### config.mk
export PLATFORM = sky130hd
export DESIGN_NAME = wb_delay_pipe
export DESIGN_NICKNAME = d
export VERILOG_FILES = /design/src/rtl/wb_delay_pipe.sv
export SDC_FILE = /design/constraint.sdc
export NUM_CORES = 1
export LEC_CHECK = 0
export ABC_CLOCK_PERIOD_IN_PS = 26600
export BUFFER_PORTS_ARGS = -buffer_cell sky130_fd_sc_hd__buf_2
export CORE_UTILIZATION = 57
export DETAILED_ROUTE_END_ITERATION = 7
export PLACE_DENSITY_LB_ADDON = 0.25
export SYNTH_ARGS = -nofsm -noshare
export SYNTH_HDL_FRONTEND = slang
export SYNTH_SLANG_ARGS = --single-unit
### constraint.sdc
create_clock -name clk -period 26.6 [get_ports clk]
set_input_delay 2.66 -clock clk [delete_from_list [all_inputs] [get_ports clk]]
set_output_delay 2.66 -clock clk [all_outputs]
set_load 0.005 [all_outputs]
### src/rtl/wb_delay_pipe.sv
// Write-back delay line: DEPTH register stages carrying result slots to the
// register-file write port, with stall/flush control and youngest-first forwarding.
module wb_delay_pipe #(
    parameter int DATA_W = 128,
    parameter int ADDR_W = 7,
    parameter int DEPTH  = 4
) (
    input  logic              clk,
    input  logic              reset,
    input  logic              in_valid,
    input  logic              in_mem_to_reg,
    input  logic              in_reg_we,
    input  logic [DATA_W-1:0] in_read_data,
    input  logic [DATA_W-1:0] in_alu_result,
    input  logic [ADDR_W-1:0] in_rt,
    input  logic              stall,
    input  logic              flush,
    input  logic [ADDR_W-1:0] fwd_rt,
    output logic              out_valid,
    output logic              out_mem_to_reg,
    output logic              out_reg_we,
    output logic [DATA_W-1:0] out_wr_data,
    output logic [ADDR_W-1:0] out_rt,
    output logic              fwd_hit,
    output logic [DATA_W-1:0] fwd_data,
    output logic [2:0]        fwd_stage,
    output logic [3:0]        occupancy
);
    typedef struct packed {
        logic              valid;
        logic              mem_to_reg;
        logic              reg_we;
        logic [DATA_W-1:0] wr_data;
        logic [ADDR_W-1:0] rt;
    } stage_t;

    stage_t             stg [DEPTH];
    stage_t             entry;
    logic [DEPTH-1:0]   vld_pipe;

    // A bubble never carries a write enable, whatever the upstream reg_we says.
    always_comb begin
        entry.valid      = in_valid;
        entry.mem_to_reg = in_mem_to_reg;
        entry.reg_we     = in_valid & in_reg_we;
        entry.wr_data    = in_mem_to_reg ? in_read_data : in_alu_result;
        entry.rt         = in_rt;
    end

    always_ff @(posedge clk) begin
        if (reset) begin
            for (int i = 0; i < DEPTH; i++) stg[i] <= '0;
        end else if (flush) begin
            // Kill slots but leave payload in place; only valid/reg_we matter downstream.
            for (int i = 0; i < DEPTH; i++) begin
                stg[i].valid  <= 1'b0;
                stg[i].reg_we <= 1'b0;
            end
        end else if (!stall) begin
            stg[0] <= entry;
            for (int i = 1; i < DEPTH; i++) stg[i] <= stg[i-1];
        end
    end

    always_comb begin
        for (int i = 0; i < DEPTH; i++) vld_pipe[i] = stg[i].valid;
    end

    assign out_valid      = stg[DEPTH-1].valid;
    assign out_mem_to_reg = stg[DEPTH-1].mem_to_reg;
    assign out_reg_we     = stg[DEPTH-1].valid & stg[DEPTH-1].reg_we;
    assign out_wr_data    = stg[DEPTH-1].wr_data;
    assign out_rt         = stg[DEPTH-1].rt;

    // Scan oldest to youngest so the youngest matching writer is the last assignment.
    always_comb begin
        fwd_hit   = 1'b0;
        fwd_data  = '0;
        fwd_stage = '0;
        for (int i = DEPTH - 1; i >= 0; i--) begin
            if (stg[i].valid && stg[i].reg_we && stg[i].rt == fwd_rt) begin
                fwd_hit   = 1'b1;
                fwd_data  = stg[i].wr_data;
                fwd_stage = 3'(i);
            end
        end
    end

    always_comb begin
        occupancy = '0;
        for (int i = 0; i < DEPTH; i++) occupancy = occupancy + 4'(vld_pipe[i]);
    end
endmodule

==> results of run 1 <==
metal layers:
| metal | track usage (%) | vias to the layer above |
|---|---|---|
| met2 | 46.9 | 1035 |
| met1 | 38.4 | 9017 |
| met3 | 5.40 | 138 |
| met4 | 13.0 | 2 |
| li1 | - | 8161 |
| met5 | 0 | - |
metrics by stage:
step / instance area [µm²] / hold WS, ns
detailed placement: 28600 / 0.508
global placement: 28600 / 0.508
finish: 30300 / 0.520
floorplan: 26600 / 0.497
global route: 30300 / 0.550
CTS: 30300 / 0.521
synth_stat cells:
master / n
conb_1: 1
buf_6: 11
xor2_1: 9
a211oi_1: 1
buf_2: 16
and2_1: 421
a21oi_1: 1
xnor2_1: 19
o21ai_1: 168
nand3_1: 2
o21ai_0: 88
dfxtp_1: 2
nor3_1: 3
fa_1: 1
edfxtp_1: 550
nand2b_1: 2
a2111oi_4: 1
buf_1: 4
or3_1: 2
clkbuf_1: 116
inv_1: 6
or4_1: 1
a221oi_1: 60
buf_4: 152
o21bai_1: 3
nand2_1: 135
nor4_2: 4
and3_1: 1
nor2_1: 132
mux2i_1: 130
ha_1: 2
a221oi_2: 68
nand4_1: 3
or4_4: 1
area by class of cell:
class                           instances  area [µm²]
Sequential cell                       552       16600
Antenna cell                            2        5.00
Tap cell                              600         751
Fill cell                            3429       15500
Clock buffer                           67        1420
Inverter                                6        22.5
Multi-Input combinational cell       1260        8350
Clock inverter                         35         244
Timing Repair Buffer                  570        2950
power groups by stage:
stage	clock network, W	registers, W	logic [W]
final	0.000737	0.00107	0.000131
after CTS	0.000746	0.00107	0.000132
after detailed placement	0	0.00109	0.000131
after global placement	0	0.00108	0.000127
after global routing	0.000778	0.00108	0.000141
after floorplan	0	0.00109	0.0000851
worst max-delay path by stage:
stage | from | endpoint | slack [ns] | cells past startpoint
floorplan | stall | stg[0][135] | 9.97 | 3
global placement | fwd_rt[5] | fwd_data[124] | 18.37 | 8
detailed placement | fwd_rt[5] | fwd_data[107] | 18.36 | 8
CTS | fwd_rt[5] | fwd_data[107] | 18.36 | 8
global route | fwd_rt[5] | fwd_data[126] | 18.19 | 8
finish | fwd_rt[5] | fwd_data[114] | 18.31 | 8
kinds of logic (layout without fill, tap and decap cells):
kind of cell               count (synthesis)  in the layout  synth area share (%)
AOI/OAI and AO/OA                        390            390                  10.8
xor gates and xnor gates                  28             28                 0.921
adders and majority gates                  3              3                 0.169
buffers and inverters                    305            678                  6.82
DFF                                      552            552                  62.1
muxes                                    130            130                  4.88
other                                      1              4                0.0141
and+or+nand+nor                          707            707                  14.2
==> out/metrics.cfg, run 1 <==
[yosys]
synth_area_leaders=edfxtp_1 (62%), and2_1 (9.9%), mux2i_1 (4.9%), buf_4 (4.3%), a221oi_2 (3.8%)
syn_avg_cell_area_um2=12.6
ys_ff_latch=552
synth_warnings=0
synthesis.area_um2=26600
synth-seq-area-share_pct=62.1
ys_types=34
yosys.area.top_type=edfxtp_1
yosysTopAreaCellShare_pct=62.0
synthCells=2116

[timing]
hold_viol_final=0
setup_ws_ns=18.31
rsz0062_at_grt=no
finalCriticalPeriod_ns=8.29
fmax_ghz=0.121
relSlewSlack_pct=27.4
fin_skew_ns=0.0183
finalSetupTns_ns=0
worst_pin_slew_ns=1.09
finalSetupViolCount=0
drv_slew=0
fin_crit_sh_pct=31.2

[final_layout]
nets=2725
mostFrequentLayoutCells=edfxtp_1 (550), buf_2 (547), and2_1 (420), o21ai_1 (168), nand2_1 (135)
regMostFlops=stg
layout.cells.non_filler=3092
postLayoutCoreUtil_pct=66.2
top_regs=stg: 552 flops
areaGrowthSynthToFinish_pct=13.7
final_common_cell=edfxtp_1
largest_reg_flops=552
drive_gt1_share_pct=29.1

[die]
design.die.area_um2=47600
start_util_pct=58.2
fp-row-count=78
fp.dieH_um=218
pin_count=551
fp.dieW_um=218
coreArea_um2=45800

[pwr]
power_switching_w=0.000444
power_w=0.00194
vdd_ir_drop_max_uv=54.7
p_seq_share_pct=55.2
internal-power_w=0.00149
powerDensity_nw_per_um2=64.0
switching_share_pct=22.9
clockPowerShare_pct=38.0
p_comb_share_pct=6.7
total_leakage_power_nw=12.5

[critical_path]
crit_buf_inv=3
r2r-start=stg[0][137]
worstPathMaxFanout=55
cp.required_ns=23.94
rr_endpoint=stg[1][137]
arrival_ns=5.63
path_cells=buf_2 -> xor2_1 -> nor4_2 -> and2_4 -> buf_4 -> a221oi_2 -> o21ai_1 -> buf_2
crit_top_cell=buf_2
cp_top_family=buffers and inverters
critPathLaunchType=primary input
setup.worst_path.end_class=output port
ff2ff_setup_slack_ns=25.74
ff2ff_path_depth=2
crit_type=primary input to output port
cpMaxStageDelayCell=buf_4
max_stage_delay_ns=0.82

[route]
drtIter0Drc=1923
dr_wl_met3_um=6540
wl_met1_um=27000
vias=18353
wl_per_cell_um=22.9
ant_nets=0
drt_wl_total_um=70700
dr.max_layer_used=met5
via_per_inst=5.94
first_pass_iters=5
drcViolationCount=0
dr_wl_met2_um=34300

[global_routing]
antenna_found_initial=4
grt_pass1_vias=17828
grt_pass1_wl_um=105000
grt_usage_pct=29.1
grt-ovfl-total=0
grt_max_degree=178

[worst_hold_path]
min_to=stg[3][136]
hp-start=stg[2][136]
hold_path.class=register to register
holdPathStages=1

[placement]
pre_cts_slack_ns=18.36
port_buffers=548
gp_congestion=0.870
dp_hpwl_um=43300
placedCellCount=2988

[job]
maxCapViolCount=0

[clock_network]
clockBufferDepth=3
cts_resized=0
clock_sinks=552
cts_tree=yes
path_clk_slew_ns=0.06
postCtsHoldBufs=0
h-tree-depth=2
post_cts_buffers=0
insertion_delay_ns=0.61
cts-root-buf=clkbuf_16
cts_made_buffers=55

[status]
status=finished, final reports clean

Note: power is estimated with default switching activity, not from simulation.
==> inputs of run 2 (changes only) <==
Settings changed: ABC_CLOCK_PERIOD_IN_PS 26600 to 7500, CORE_UTILIZATION 57 to 50.
Clock period 26.6 ns to 7.5 ns, I/O delays scaled along.
==> run 2 against run 1 <==
  * Core utilization decreased by 8.2 points
  * Worst hold slack got worse by 0.091 ns
  * Flip-flop and latch count unchanged
  * Final cell count increased by 3.0%
  * Combinational power increased to 3.6 times the previous value
  * Global-route usage decreased by 3.5 points
  * Sequential power increased to 3.5 times the previous value
  * Critical path depth decreased by 1
  * Die area increased by 14%
  * Total power increased to 3.6 times the previous value
  * First-iteration DRC count decreased by 20%
  * Non-clock buffer count increased by 4
  * Critical path type is now register to output port
  * Largest power group unchanged
==> out/metrics.cfg, run 2 (synthesis gave the netlist of run 1 again) <==
[critical_path]
max_stage_delay_ns=0.98
worstPathMaxFanout=49
r2r-start=stg[2][3]
rr_endpoint=stg[3][3]
ff2ff_setup_slack_ns=6.63
crit_buf_inv=2
cp_top_family=simple AND/OR/NAND/NOR gates
cp.required_ns=6.75
path_cells=xnor2_1 -> nand3_1 -> nor4_4 -> buf_4 -> a221oi_1 -> o21ai_1 -> buf_2
ff2ff_path_depth=1
critPathLaunchType=register
arrival_ns=3.69
crit_type=register to output port
cpMaxStageDelayCell=nor4_4
setup.worst_path.end_class=output port

[pwr]
total_leakage_power_nw=12.6
p_seq_share_pct=54.6
power_switching_w=0.00157
powerDensity_nw_per_um2=227
internal-power_w=0.00536
clockPowerShare_pct=38.6
switching_share_pct=22.7
power_w=0.00693
p_comb_share_pct=6.8
vdd_ir_drop_max_uv=174

[die]
fp.dieW_um=233
coreArea_um2=52600
start_util_pct=50.7
pin_count=551
design.die.area_um2=54200
fp-row-count=84
fp.dieH_um=233

[route]
wl_per_cell_um=22.3
via_per_inst=5.64
first_pass_iters=5
vias=17957
drt_wl_total_um=70900
ant_nets=0
drcViolationCount=0
drtIter0Drc=1546
dr_wl_met2_um=34200
dr_wl_met3_um=5730
dr.max_layer_used=met5
wl_met1_um=28700

[timing]
fmax_ghz=0.225
finalSetupTns_ns=0
finalCriticalPeriod_ns=4.44
drv_slew=0
relSlewSlack_pct=25.3
fin_crit_sh_pct=59.2
hold_viol_final=0
fin_skew_ns=0.00908
rsz0062_at_grt=no
worst_pin_slew_ns=1.12
finalSetupViolCount=0

[final_layout]
postLayoutCoreUtil_pct=58.0
antenna_cells=0
mostFrequentLayoutCells=edfxtp_1 (550), buf_2 (547), and2_1 (420), o21ai_1 (168), nand2_1 (135)
top_regs=stg: 552 flops
largest_reg_flops=552
multi_input_area_um2=8350
drive_gt1_share_pct=29.0
regMostFlops=stg
final_common_cell=edfxtp_1
fillers=4367
areaGrowthSynthToFinish_pct=14.4
register_area_um2=16600
nets=2732

[clock_network]
postCtsHoldBufs=0
clockBufferDepth=3
path_clk_slew_ns=0.06
insertion_delay_ns=0.60
post_cts_buffers=0
cts_resized=0
h-tree-depth=2
cts_tree=yes
cts_made_buffers=58
clock_sinks=552
cts-root-buf=clkbuf_16

[placement]
port_buffers=548
gp_congestion=0.882
dp_hpwl_um=42400

[worst_hold_path]
holdPathStages=2
hp-start=in_rt[2]
hold_path.class=primary input to register
min_to=stg[0][2]

[global_routing]
grt-ovfl-total=0
grt_max_degree=129
grt_usage_pct=25.6
grt_pass1_wl_um=106000
antenna_found_initial=1
grt_pass1_vias=17348

[status]
status=finished, final reports clean

[job]
maxCapViolCount=0

-- run 2: worst max path at each step --
stage                                to  slack, ns  depth (start not counted)       from
after CTS                 fwd_data[105]       3.01                          7  stg[1][2]
after detailed placement  fwd_data[105]       3.16                          8  fwd_rt[2]
after global routing      fwd_data[105]       2.87                          7  stg[1][2]
after global placement     fwd_data[25]       3.25                          8  fwd_rt[2]
final                     fwd_data[105]       3.06                          7  stg[1][2]
after floorplan               stg[0][0]      -0.42                          2      stall
-- run 2: power groups by stage --
stage                     combinational (W)  sequential [W]  clock, W
after floorplan                    0.000302         0.00383         0
after global placement             0.000464         0.00383         0
after detailed placement           0.000474         0.00384         0
after CTS                          0.000476         0.00378   0.00272
after global routing               0.000509         0.00381   0.00282
final                              0.000469         0.00378   0.00267
-- run 2: metrics by stage --
stage               worst slack (ns)  instance area [µm²]  hold WS [ns]  std cells
floorplan                     -0.423                26700         0.497       2117
global placement                3.25                28700         0.504       3080
detailed placement              3.16                28700         0.506       3080
CTS                             3.01                30500         0.387       3185
global route                    2.87                30500         0.415       3185
finish                          3.06                30500         0.429       3185
-- run 2: layout make-up --
class / count / share of cell area, %
Clock buffer: 79 / 5.23
Inverter: 6 / 0.0739
Clock inverter: 26 / 0.448
Tap cell: 688 / 2.82
Multi-Input combinational cell: 1260 / 27.4
Timing Repair Buffer: 574 / 9.70
Sequential cell: 552 / 54.3
-- run 2: per-layer routing --
metal,vias up,track usage (%)
li1,8160,-
met1,8897,34.7
met2,781,40.9
met3,117,4.72
met4,2,9.72
met5,-,0
==> inputs of run 3 (changes only) <==
Settings changed: ABC_CLOCK_PERIOD_IN_PS 7500 to 3600.
Clock period 7.5 ns to 3.6 ns, I/O delays scaled along.
==> run 3 against run 2 <==
  * Combinational power rose by 110%
  * Global-route usage fell by 0.29 points
  * Largest power group unchanged
  * Highest routed layer unchanged
  * Register-to-register slack got worse by 3.9 ns
  * Sequential share of layout area fell by 0.70 points
  * Worst setup slack got worse by 2.9 ns
  * Worst hold slack got worse by 0.39 ns
  * Largest cell class unchanged
  * Clock skew rose by 0.0070 ns
  * Critical path depth did not move
  * Sequential power rose by 110%
  * Critical endpoint is now fwd_data[38]
==> out/metrics.cfg, run 3 (synthesis gave the netlist of run 1 again) <==
[die]
fp.dieW_um=233
start_util_pct=50.7
fp-row-count=84
pin_count=551
fp.dieH_um=233
design.die.area_um2=54200
coreArea_um2=52600

[route]
drtIter0Drc=1769
via_per_inst=5.68
ant_nets=0
first_pass_iters=5
vias=18169
drcViolationCount=0
wl_per_cell_um=22.2
drt_wl_total_um=71100

[pwr]
vdd_ir_drop_max_uv=446
internal-power_w=0.0111
total_leakage_power_nw=12.7
p_comb_share_pct=6.9
p_seq_share_pct=54.5
switching_share_pct=23.0
powerDensity_nw_per_um2=469
power_switching_w=0.00333
clockPowerShare_pct=38.6
power_w=0.0145

[timing]
rsz0062_at_grt=no
whs_ns=0.0387
fmax_ghz=0.288
finalCriticalPeriod_ns=3.48
hold_viol_final=0
finalSetupViolCount=0
finalSetupTns_ns=0
drv_slew=0
setup_ws_ns=0.124
fin_crit_sh_pct=96.5
fin_skew_ns=0.0161
relSlewSlack_pct=38.0
worst_pin_slew_ns=0.930

[final_layout]
regMostFlops=stg
fillers=4329
mostFrequentLayoutCells=edfxtp_1 (550), buf_2 (547), and2_1 (420), o21ai_1 (169), nand2_1 (135)
top_regs=stg: 552 flops
postLayoutCoreUtil_pct=58.7
multi_input_area_um2=8370
nets=2744
final_common_cell=edfxtp_1
drive_gt1_share_pct=29.5
largest_reg_flops=552
register_area_um2=16600
areaGrowthSynthToFinish_pct=15.9

[clock_network]
clock_sinks=552
cts_tree=yes
cts-root-buf=clkbuf_16
path_clk_slew_ns=0.06
cts_made_buffers=57
clockBufferDepth=3
insertion_delay_ns=0.61
h-tree-depth=2

[global_routing]
grt_pass1_vias=17460
antenna_found_initial=2
grt_pass1_wl_um=105000
grt_max_degree=129
grt_usage_pct=25.3
grt-ovfl-total=0

[critical_path]
cpMaxStageDelayCell=or4_4
cp.required_ns=3.24
crit_buf_inv=2
setup.worst_path.end_class=output port
critPathLaunchType=register
arrival_ns=3.12
crit_type=register to output port
max_stage_delay_ns=0.78
worstPathMaxFanout=59
cp_top_family=simple AND/OR/NAND/NOR gates
ff2ff_setup_slack_ns=2.73
path_cells=xnor2_1 -> nand3_1 -> or4_4 -> buf_12 -> o21ai_0 -> o21ai_1 -> buf_2

[placement]
dp_hpwl_um=43000
pre_cts_slack_ns=0.637
port_buffers=548
gp_congestion=0.866

[status]
status=finished, final reports clean

[worst_hold_path]
hold_path.class=primary input to register

[job]
maxCapViolCount=0

## run 3: cell types whose count changed in the layout (fill, tap and decap cells not counted), sizes merged
cell and delta:
and2 +1, clkbuf -9, clkinvlp +1, dlygate4sd3 +4, bufinv +2, diode +1
buf +7, clkinv +5
## run 3: area by class of cell
type                       instances  area share (%)
multi-input combinational       1261            27.1
clock buffer                      69            4.77
inverter                           6          0.0730
tap                              688            2.79
sequential                       552            53.6
clock inverter                    34           0.835
antenna                            1         0.00811
timing repair buffer             586            10.8
## run 3: what timing repair did
action	4_1_cts	5_1_grt
hold buffers	4	0
hold endpoints to repair	4	0
gates resized for setup	0	4
endpoints found under the setup margin	0	10
setup buffers	0	1
## run 3: power groups by stage
| stage | sequential [W] | combinational (W) | clock [W] |
|---|---|---|---|
| 5_1_grt | 0.00793 | 0.00109 | 0.00590 |
| 4_1_cts | 0.00788 | 0.00101 | 0.00567 |
| 2_1_floorplan | 0.00795 | 0.000634 | 0 |
| 6_report | 0.00788 | 0.00100 | 0.00559 |
| 3_5_place_dp | 0.00800 | 0.00100 | 0 |
| 3_3_place_gp | 0.00799 | 0.000979 | 0 |
## run 3: final timing paths
check	from	endpoint	cells past startpoint
hold / removal	in_rt[2]	stg[0][2]	2
hold reg to reg	stg[0][136]	stg[1][136]	1
setup / recovery	stg[1][2]	fwd_data[38]	7
setup reg to reg	stg[2][88]	stg[3][88]	1
## run 3: per-stage QoR
stage / instance area (µm²) / std cells
6_report: 30900 / 3197
5_1_grt: 30900 / 3196
4_1_cts: 30800 / 3193
3_5_place_dp: 29000 / 3086
3_3_place_gp: 29000 / 3086
2_1_floorplan: 26700 / 2117
## run 3: layer usage
metal	vias up	wire length, µm	GRT usage, %
met5	-	13	0
li1	8201	-	-
met3	141	5330	4.57
met2	830	34600	41.2
met1	8995	28800	33.9
met4	2	2350	9.09
